<file path="config.mk">
export PLATFORM = sky130hd
export DESIGN_NAME = lcd_bus_sequencer
export DESIGN_NICKNAME = d
export VERILOG_FILES = /design/src/rtl/lcd_bus_sequencer.sv
export SDC_FILE = /design/constraint.sdc
export NUM_CORES = 1
export LEC_CHECK = 0
export CAP_MARGIN = 10
export CELL_PAD_IN_SITES_DETAIL_PLACEMENT = 0
export CELL_PAD_IN_SITES_GLOBAL_PLACEMENT = 1
export CORE_ASPECT_RATIO = 0.9
export CORE_MARGIN = 4
export CORE_UTILIZATION = 33
export CTS_BUF_LIST = sky130_fd_sc_hd__clkbuf_4
export CTS_CLUSTER_SIZE = 8
export DETAILED_ROUTE_END_ITERATION = 7
export GPL_TIMING_DRIVEN = 0
export PLACE_DENSITY_LB_ADDON = 0.1
export SLEW_MARGIN = 20
export SYNTH_ARGS = -nofsm -noshare
export SYNTH_HDL_FRONTEND = slang
export SYNTH_SLANG_ARGS = --single-unit
</file>
<file path="constraint.sdc">
create_clock -name clk -period 2.92 [get_ports clk]
set_input_delay 0.292 -clock clk [delete_from_list [all_inputs] [get_ports clk]]
set_output_delay 0.292 -clock clk [all_outputs]
set_load 0.05 [all_outputs]
</file>
<file path="src/rtl/lcd_bus_sequencer.sv">
// lcd_bus_sequencer: drives an 8-bit HD44780-style character LCD bus.
// After reset it waits for the panel to power up and then sends a fixed
// initialisation sequence. After that it accepts one command/character at a
// time over a valid/ready handshake. Each write gets an RS/DATA setup phase,
// an EN pulse of fixed width and an execution wait. Clear and home commands
// get the long wait.
module lcd_bus_sequencer #(
    parameter int POWERUP_CYC = 750000,
    parameter int SETUP_CYC   = 4,
    parameter int EN_HIGH_CYC = 16,
    parameter int EXEC_CYC    = 2500,
    parameter int CLEAR_CYC   = 82000
) (
    input  logic       clk,
    input  logic       rst,
    input  logic       req_valid,
    output logic       req_ready,
    input  logic       req_rs,
    input  logic [7:0] req_data,
    output logic       init_done,
    output logic       busy,
    output logic [7:0] LCD_DATA,
    output logic       LCD_RS,
    output logic       LCD_RW,
    output logic       LCD_EN,
    output logic       LCD_ON,
    output logic       LCD_BLON
);

    typedef enum logic [2:0] {
        PWRUP, INIT_SETUP, INIT_EN, INIT_WAIT, IDLE, SETUP, EN_HI, WAIT
    } state_t;

    // Each timed state loads count-1 and leaves on the cycle the counter hits 0.
    // The power-up load is the full count because the reset cycle itself is
    // not part of the post-reset wait.
    localparam logic [19:0] CNT_POWERUP = 20'(POWERUP_CYC);
    localparam logic [19:0] CNT_SETUP   = 20'(SETUP_CYC - 1);
    localparam logic [19:0] CNT_EN      = 20'(EN_HIGH_CYC - 1);
    localparam logic [19:0] CNT_EXEC    = 20'(EXEC_CYC - 1);
    localparam logic [19:0] CNT_CLEAR   = 20'(CLEAR_CYC - 1);
    localparam logic [2:0]  LAST_INIT   = 3'd5;

    state_t      state_reg, state_next;
    logic [19:0] cnt_reg, cnt_next;
    logic [2:0]  idx_reg, idx_next;
    logic [7:0]  data_reg, data_next;
    logic        rs_reg, rs_next;
    logic        en_reg, en_next;
    logic        on_reg, on_next;
    logic        done_reg, done_next;
    logic        cnt_zero;
    logic        accept;

    // Initialisation command ROM: 8-bit 2-line mode x3, display on, clear, entry mode.
    function automatic logic [7:0] init_rom(input logic [2:0] i);
        case (i)
            3'd0, 3'd1, 3'd2: init_rom = 8'h38;
            3'd3:             init_rom = 8'h0C;
            3'd4:             init_rom = 8'h01;
            3'd5:             init_rom = 8'h06;
            default:          init_rom = 8'h00;
        endcase
    endfunction

    // Clear (0x01) and home (0x02/0x03) commands need the long execution wait.
    function automatic logic [19:0] wait_load(input logic rs, input logic [7:0] d);
        if (!rs && (d[7:1] == 7'h00 || d[7:1] == 7'h01))
            wait_load = CNT_CLEAR;
        else
            wait_load = CNT_EXEC;
    endfunction

    assign cnt_zero  = (cnt_reg == 20'd0);
    assign req_ready = (state_reg == IDLE) && done_reg;
    assign accept    = req_valid && req_ready;
    assign busy      = (state_reg != IDLE);
    assign init_done = done_reg;
    assign LCD_DATA  = data_reg;
    assign LCD_RS    = rs_reg;
    assign LCD_RW    = 1'b0;
    assign LCD_EN    = en_reg;
    assign LCD_ON    = on_reg;
    assign LCD_BLON  = on_reg;

    // Next-state and next-output logic; init and normal writes share timing.
    always_comb begin
        state_next = state_reg;
        cnt_next   = cnt_reg - 20'd1;
        idx_next   = idx_reg;
        data_next  = data_reg;
        rs_next    = rs_reg;
        en_next    = en_reg;
        on_next    = 1'b1;
        done_next  = done_reg;
        case (state_reg)
            PWRUP: begin
                if (cnt_zero) begin
                    state_next = INIT_SETUP;
                    cnt_next   = CNT_SETUP;
                    data_next  = init_rom(3'd0);
                    rs_next    = 1'b0;
                end
            end
            INIT_SETUP, SETUP: begin
                if (cnt_zero) begin
                    state_next = (state_reg == SETUP) ? EN_HI : INIT_EN;
                    en_next    = 1'b1;
                    cnt_next   = CNT_EN;
                end
            end
            INIT_EN, EN_HI: begin
                if (cnt_zero) begin
                    state_next = (state_reg == EN_HI) ? WAIT : INIT_WAIT;
                    en_next    = 1'b0;
                    cnt_next   = wait_load(rs_reg, data_reg);
                end
            end
            INIT_WAIT: begin
                if (cnt_zero) begin
                    if (idx_reg == LAST_INIT) begin
                        state_next = IDLE;
                        done_next  = 1'b1;
                    end else begin
                        state_next = INIT_SETUP;
                        idx_next   = idx_reg + 3'd1;
                        data_next  = init_rom(idx_reg + 3'd1);
                        cnt_next   = CNT_SETUP;
                    end
                end
            end
            IDLE: begin
                cnt_next = cnt_reg;
                if (accept) begin
                    state_next = SETUP;
                    rs_next    = req_rs;
                    data_next  = req_data;
                    cnt_next   = CNT_SETUP;
                end
            end
            WAIT: begin
                if (cnt_zero)
                    state_next = IDLE;
            end
            default: begin
                state_next = PWRUP;
                cnt_next   = CNT_POWERUP;
            end
        endcase
    end

    // State and output registers; reset drops EN and power at once.
    always_ff @(posedge clk) begin
        if (rst) begin
            state_reg <= PWRUP;
            cnt_reg   <= CNT_POWERUP;
            idx_reg   <= 3'd0;
            data_reg  <= 8'h00;
            rs_reg    <= 1'b0;
            en_reg    <= 1'b0;
            on_reg    <= 1'b0;
            done_reg  <= 1'b0;
        end else begin
            state_reg <= state_next;
            cnt_reg   <= cnt_next;
            idx_reg   <= idx_next;
            data_reg  <= data_next;
            rs_reg    <= rs_next;
            en_reg    <= en_next;
            on_reg    <= on_next;
            done_reg  <= done_next;
        end
    end

endmodule

</file>
==> impl_summary.txt <==
----------------------------------------------------
[STA]
  Post-route clock period utilization ... 95.9%
  Maximum achievable frequency ... 357 MHz
  Post-route clock skew ... 0.0153 ns
  Number of hold violations in the final report ... 0
  Setup repair after global routing missed its margin ... yes
  Worst hold slack after final layout ... 0.471 ns
  Transition time of the tightest slew-check pin ... 0.615 ns
  Worst setup margin ... 0.120 ns
  Max-slew headroom at the worst pin ... 59.0%
  Post-route minimum period ... 2.80 ns
  Final max-slew violation count ... 0
  Number of endpoints failing setup at the final stage ... 0

[Clock tree]
  Clock root cell ... sky130_fd_sc_hd__clkbuf_4
  Cts hold-fix bufs ... 0
  Setup Buffers After CTS ... 0
  TritonCTS clock tree ... built
  H-Tree Depth ... 2
  Clock transition at path regs ... 0.13 ns
  Longest Clk Path Bufs ... 2
  CTS sink count ... 38
  Number of clock buffers inserted by TritonCTS ... 5
  Worst-skew pair later-pin latency ... 0.35 ns

[Logic synthesis]
  Dominant cells by area after synthesis ... sky130_fd_sc_hd__dfxtp_1 (36%), sky130_fd_sc_hd__ha_1 (5.4%), sky130_fd_sc_hd__a21oi_1 (5.0%)
  Distinct cells, synth ... 52
  Number of instances in the synthesized netlist ... 263
  Synth Warn # ... 0
  Seq/Total Area, Yosys ... 36.4%
  Cell Area, Synth ... 2090 sq um
  Synth Flop Type ... sky130_fd_sc_hd__dfxtp_1
  Synth top area share ... 36.4%
  Nets in the synthesized netlist ... 284
  Async set or reset register ratio after synthesis ... 0%
  Synth Register Bits ... 38
  Syn avg cell area ... 7.94 sq um
  Count of flip-flops with a built-in enable after synthesis ... 0
  Cell accounting for the most synthesized area ... sky130_fd_sc_hd__dfxtp_1

[Drt]
  DR DRC count ... 0
  Remaining antenna violation count after routing ... 0
  Total Wirelength ... 5570 microns
  Number of DRC violations after detailed-routing iteration 0 ... 80
  Average routed wire per standard cell ... 14.5 microns
  Number of search-and-repair iterations in the first detailed-routing pass ... 4
  Total number of vias ... 1932
  Number of vias per cell after detailed routing ... 5.04

[Worst hold path]
  Cells on Worst Hold Path ... 2
  Hold Path Class ... input pin to flip-flop
  Start point of the worst hold path ... rst

[Worst setup path]
  Worst Path Required ... 3.20 ns
  Startpoint of the lowest-slack register-to-register path ... cnt_reg[6]$_SDFFE_PP0P_
  Critical path startpoint ... cnt_reg[6]$_SDFFE_PP0P_
  Category of the worst setup path capture point ... flip-flop
  Maximum net fanout on the critical path ... 7
  R2r worst-path depth ... 8
  Setup crit start kind ... flip-flop
  Category of the most critical setup path ... flip-flop to flip-flop
  Worst EP arrival ... 3.08 ns

[Floorplanning]
  Boundary pin count ... 28
  Core Footprint ... 6150 sq um
  Die H ... 83.5 microns
  Die Footprint ... 7670 sq um
  Std-Cell Rows ... 27
  Initial core utilization ... 34.0%
  Die X-Extent ... 91.9 microns

[Power and ir drop]
  VDD IR-drop max ... 0.176 mV
  Leakage component of the power ... 0.000880 uW
  Power per standard cell area ... 357 nW/um^2

[Placed design]
  Cell area after placement ... 2450 sq um
  Total half-perimeter wirelength after legalization and detailed placement ... 4120 microns
  Placement Setup Slack ... -0.0388 ns
  IO buf count ... 25
  Placer congestion estimate ... 0.736

[Global routing]
  First-pass GRT wire length ... 9310 microns
  Number of antenna violations at the first check in global routing ... 0
  Largest net degree at the start of global routing ... 13
  Total grt overflow ... 0
  Vias in the first global route ... 1769
  Global-route total usage across every layer ... 15.0%

[Finish]
  Fraction of final layout cells with drive strength greater than 1 ... 8.45%
  Max FFs per register ... 20
  Count of fill cells added during filler insertion ... 641
  Post-synthesis to final-layout area growth ... 21.2%
  Number of antenna cells inserted ... 0
  Total number of nets in the final design ... 316
  Fin area ... 2530 sq um

[Run status]
  Result of the run ... completed

[Job]
  Max-cap viol count ... 0

----------------------------------------------------
critical path, cell delays in order (launching register included):
cell and delay, ns:
sky130_fd_sc_hd__dfxtp_1 0.35, sky130_fd_sc_hd__or4_4 0.57, sky130_fd_sc_hd__or4_1 0.41, sky130_fd_sc_hd__buf_4 0.17
sky130_fd_sc_hd__or3_4 0.37, sky130_fd_sc_hd__or3_1 0.38, sky130_fd_sc_hd__buf_2 0.16, sky130_fd_sc_hd__or2_0 0.20
sky130_fd_sc_hd__a21oi_1 0.14
synthesized netlist by cell type (4+ instances only):
library cell / instances
sky130_fd_sc_hd__inv_1: 8
sky130_fd_sc_hd__nor3_1: 11
sky130_fd_sc_hd__and2_1: 4
sky130_fd_sc_hd__dfxtp_1: 38
sky130_fd_sc_hd__nand2_1: 24
sky130_fd_sc_hd__or3_1: 8
sky130_fd_sc_hd__nor2_1: 22
sky130_fd_sc_hd__nor4_1: 6
sky130_fd_sc_hd__a21oi_1: 21
sky130_fd_sc_hd__clkbuf_1: 12
sky130_fd_sc_hd__ha_1: 9
sky130_fd_sc_hd__nand2b_1: 4
sky130_fd_sc_hd__a211oi_1: 8
sky130_fd_sc_hd__xnor2_1: 6
sky130_fd_sc_hd__nand3_1: 9
sky130_fd_sc_hd__o21ai_0: 19
stage by stage:
step / power, uW / TNS (ns) / utilization [%] / cells
2_1_floorplan: 604 / 0 / - / 263
3_3_place_gp: 638 / -0.0449 / 39.8 / 375
3_5_place_dp: 637 / -0.0794 / 39.8 / 375
4_1_cts: 915 / 0 / 40.9 / 383
5_1_grt: 954 / -0.00241 / 41.2 / 383
6_report: 903 / 0 / 41.2 / 383
power breakdown:
group	leakage (uW)	switching [uW]	internal, uW
Clock	0.0000286	187	89.7
Combinational	0.000543	43.8	37.0
Sequential	0.000309	14.0	531
Total	0.000880	245	658
kinds of logic after synthesis:
group                    after synthesis  share of synthesized area (%)
AO/OA/AOI/OAI                         76                           23.2
XOR/XNOR                               7                           2.93
adder cells (fa/ha/maj)                9                           5.39
buffers and inverters                 26                           5.21
flip-flops                            38                           36.4
multiplexers                           2                           1.02
other                                  1                          0.179
AND/OR/NAND/NOR                      104                           25.6
routing by layer:
layer / vias to the layer above / global-route usage (%) / routed length [microns] / part of all wire [%]
met2: 30 / 21.3 / 2330 / 42
met1: 881 / 23.1 / 2990 / 54
met3: 5 / 2.98 / 198 / 3.6
met5: - / 0 / 0 / 0
met4: 0 / 3.64 / 47 / 0.84
li1: 1016 / - / - / -
path summary, 6_finish.rpt:
| path | endpoint | slack (ns) |
|---|---|---|
| setup / recovery | idx_reg[2]$_SDFFE_PP0P_ | 0.12 |
| hold / removal | cnt_reg[15]$_SDFFE_PP0P_ | 0.47 |
| setup reg to reg | idx_reg[2]$_SDFFE_PP0P_ | 0.12 |
| hold reg to reg | cnt_reg[10]$_SDFFE_PP0P_ | 0.48 |
cell usage in the layout (no fill, tap or decap), types with 2 or more instances in the layout:
cell type                         Yosys  final
sky130_fd_sc_hd__clkinv_1             1      2
sky130_fd_sc_hd__xnor2_1              6      6
sky130_fd_sc_hd__buf_4                2      3
sky130_fd_sc_hd__clkbuf_4             0      5
sky130_fd_sc_hd__dfxtp_1             38     36
sky130_fd_sc_hd__nand2b_1             4      4
sky130_fd_sc_hd__inv_1                8      8
sky130_fd_sc_hd__or4_1                2      2
sky130_fd_sc_hd__a31oi_1              2      2
sky130_fd_sc_hd__o211ai_1             3      3
sky130_fd_sc_hd__ha_1                 9      9
sky130_fd_sc_hd__clkdlybuf4s50_1      0     24
sky130_fd_sc_hd__a22oi_1              3      3
sky130_fd_sc_hd__o31a_1               2      2
sky130_fd_sc_hd__buf_2                3      2
sky130_fd_sc_hd__nor4_1               6      6
sky130_fd_sc_hd__nor2_1              22     22
sky130_fd_sc_hd__nor2b_1              2      2
sky130_fd_sc_hd__nand2_1             24     24
sky130_fd_sc_hd__or2_2                2      2
sky130_fd_sc_hd__clkbuf_2             0      3
sky130_fd_sc_hd__a21o_1               3      3
sky130_fd_sc_hd__o21ai_0             19     19
sky130_fd_sc_hd__a211oi_1             8      8
sky130_fd_sc_hd__or3_1                8      8
sky130_fd_sc_hd__a21oi_1             21     21
sky130_fd_sc_hd__nor3_1              11     10
sky130_fd_sc_hd__clkbuf_1            12      9
sky130_fd_sc_hd__a221oi_1             3      3
sky130_fd_sc_hd__nand3_1              9      9
sky130_fd_sc_hd__o21a_1               2      2
sky130_fd_sc_hd__and2_1               4      4
repair_timing:
action / 4_1_cts / 5_1_grt
gates resized for setup: 4 / 9
gates cloned: 0 / 0
setup endpoints to repair: 10 / 12
pin swaps: 0 / 2
layout make-up:
| class | instances | area, sq um | share of cell area [%] |
|---|---|---|---|
| Clock inverter | 3 | 16.3 | 0.642 |
| Multi-Input combinational cell | 199 | 1240 | 48.8 |
| Buffer | 17 | 81.3 | 3.21 |
| Timing Repair Buffer | 25 | 253 | 9.98 |
| Sequential cell | 38 | 766 | 30.2 |
| Inverter | 9 | 33.8 | 1.33 |
| Tap cell | 87 | 109 | 4.30 |
| Clock buffer | 5 | 37.5 | 1.48 |
No activity file was read; power rests on OpenSTA's default activity.
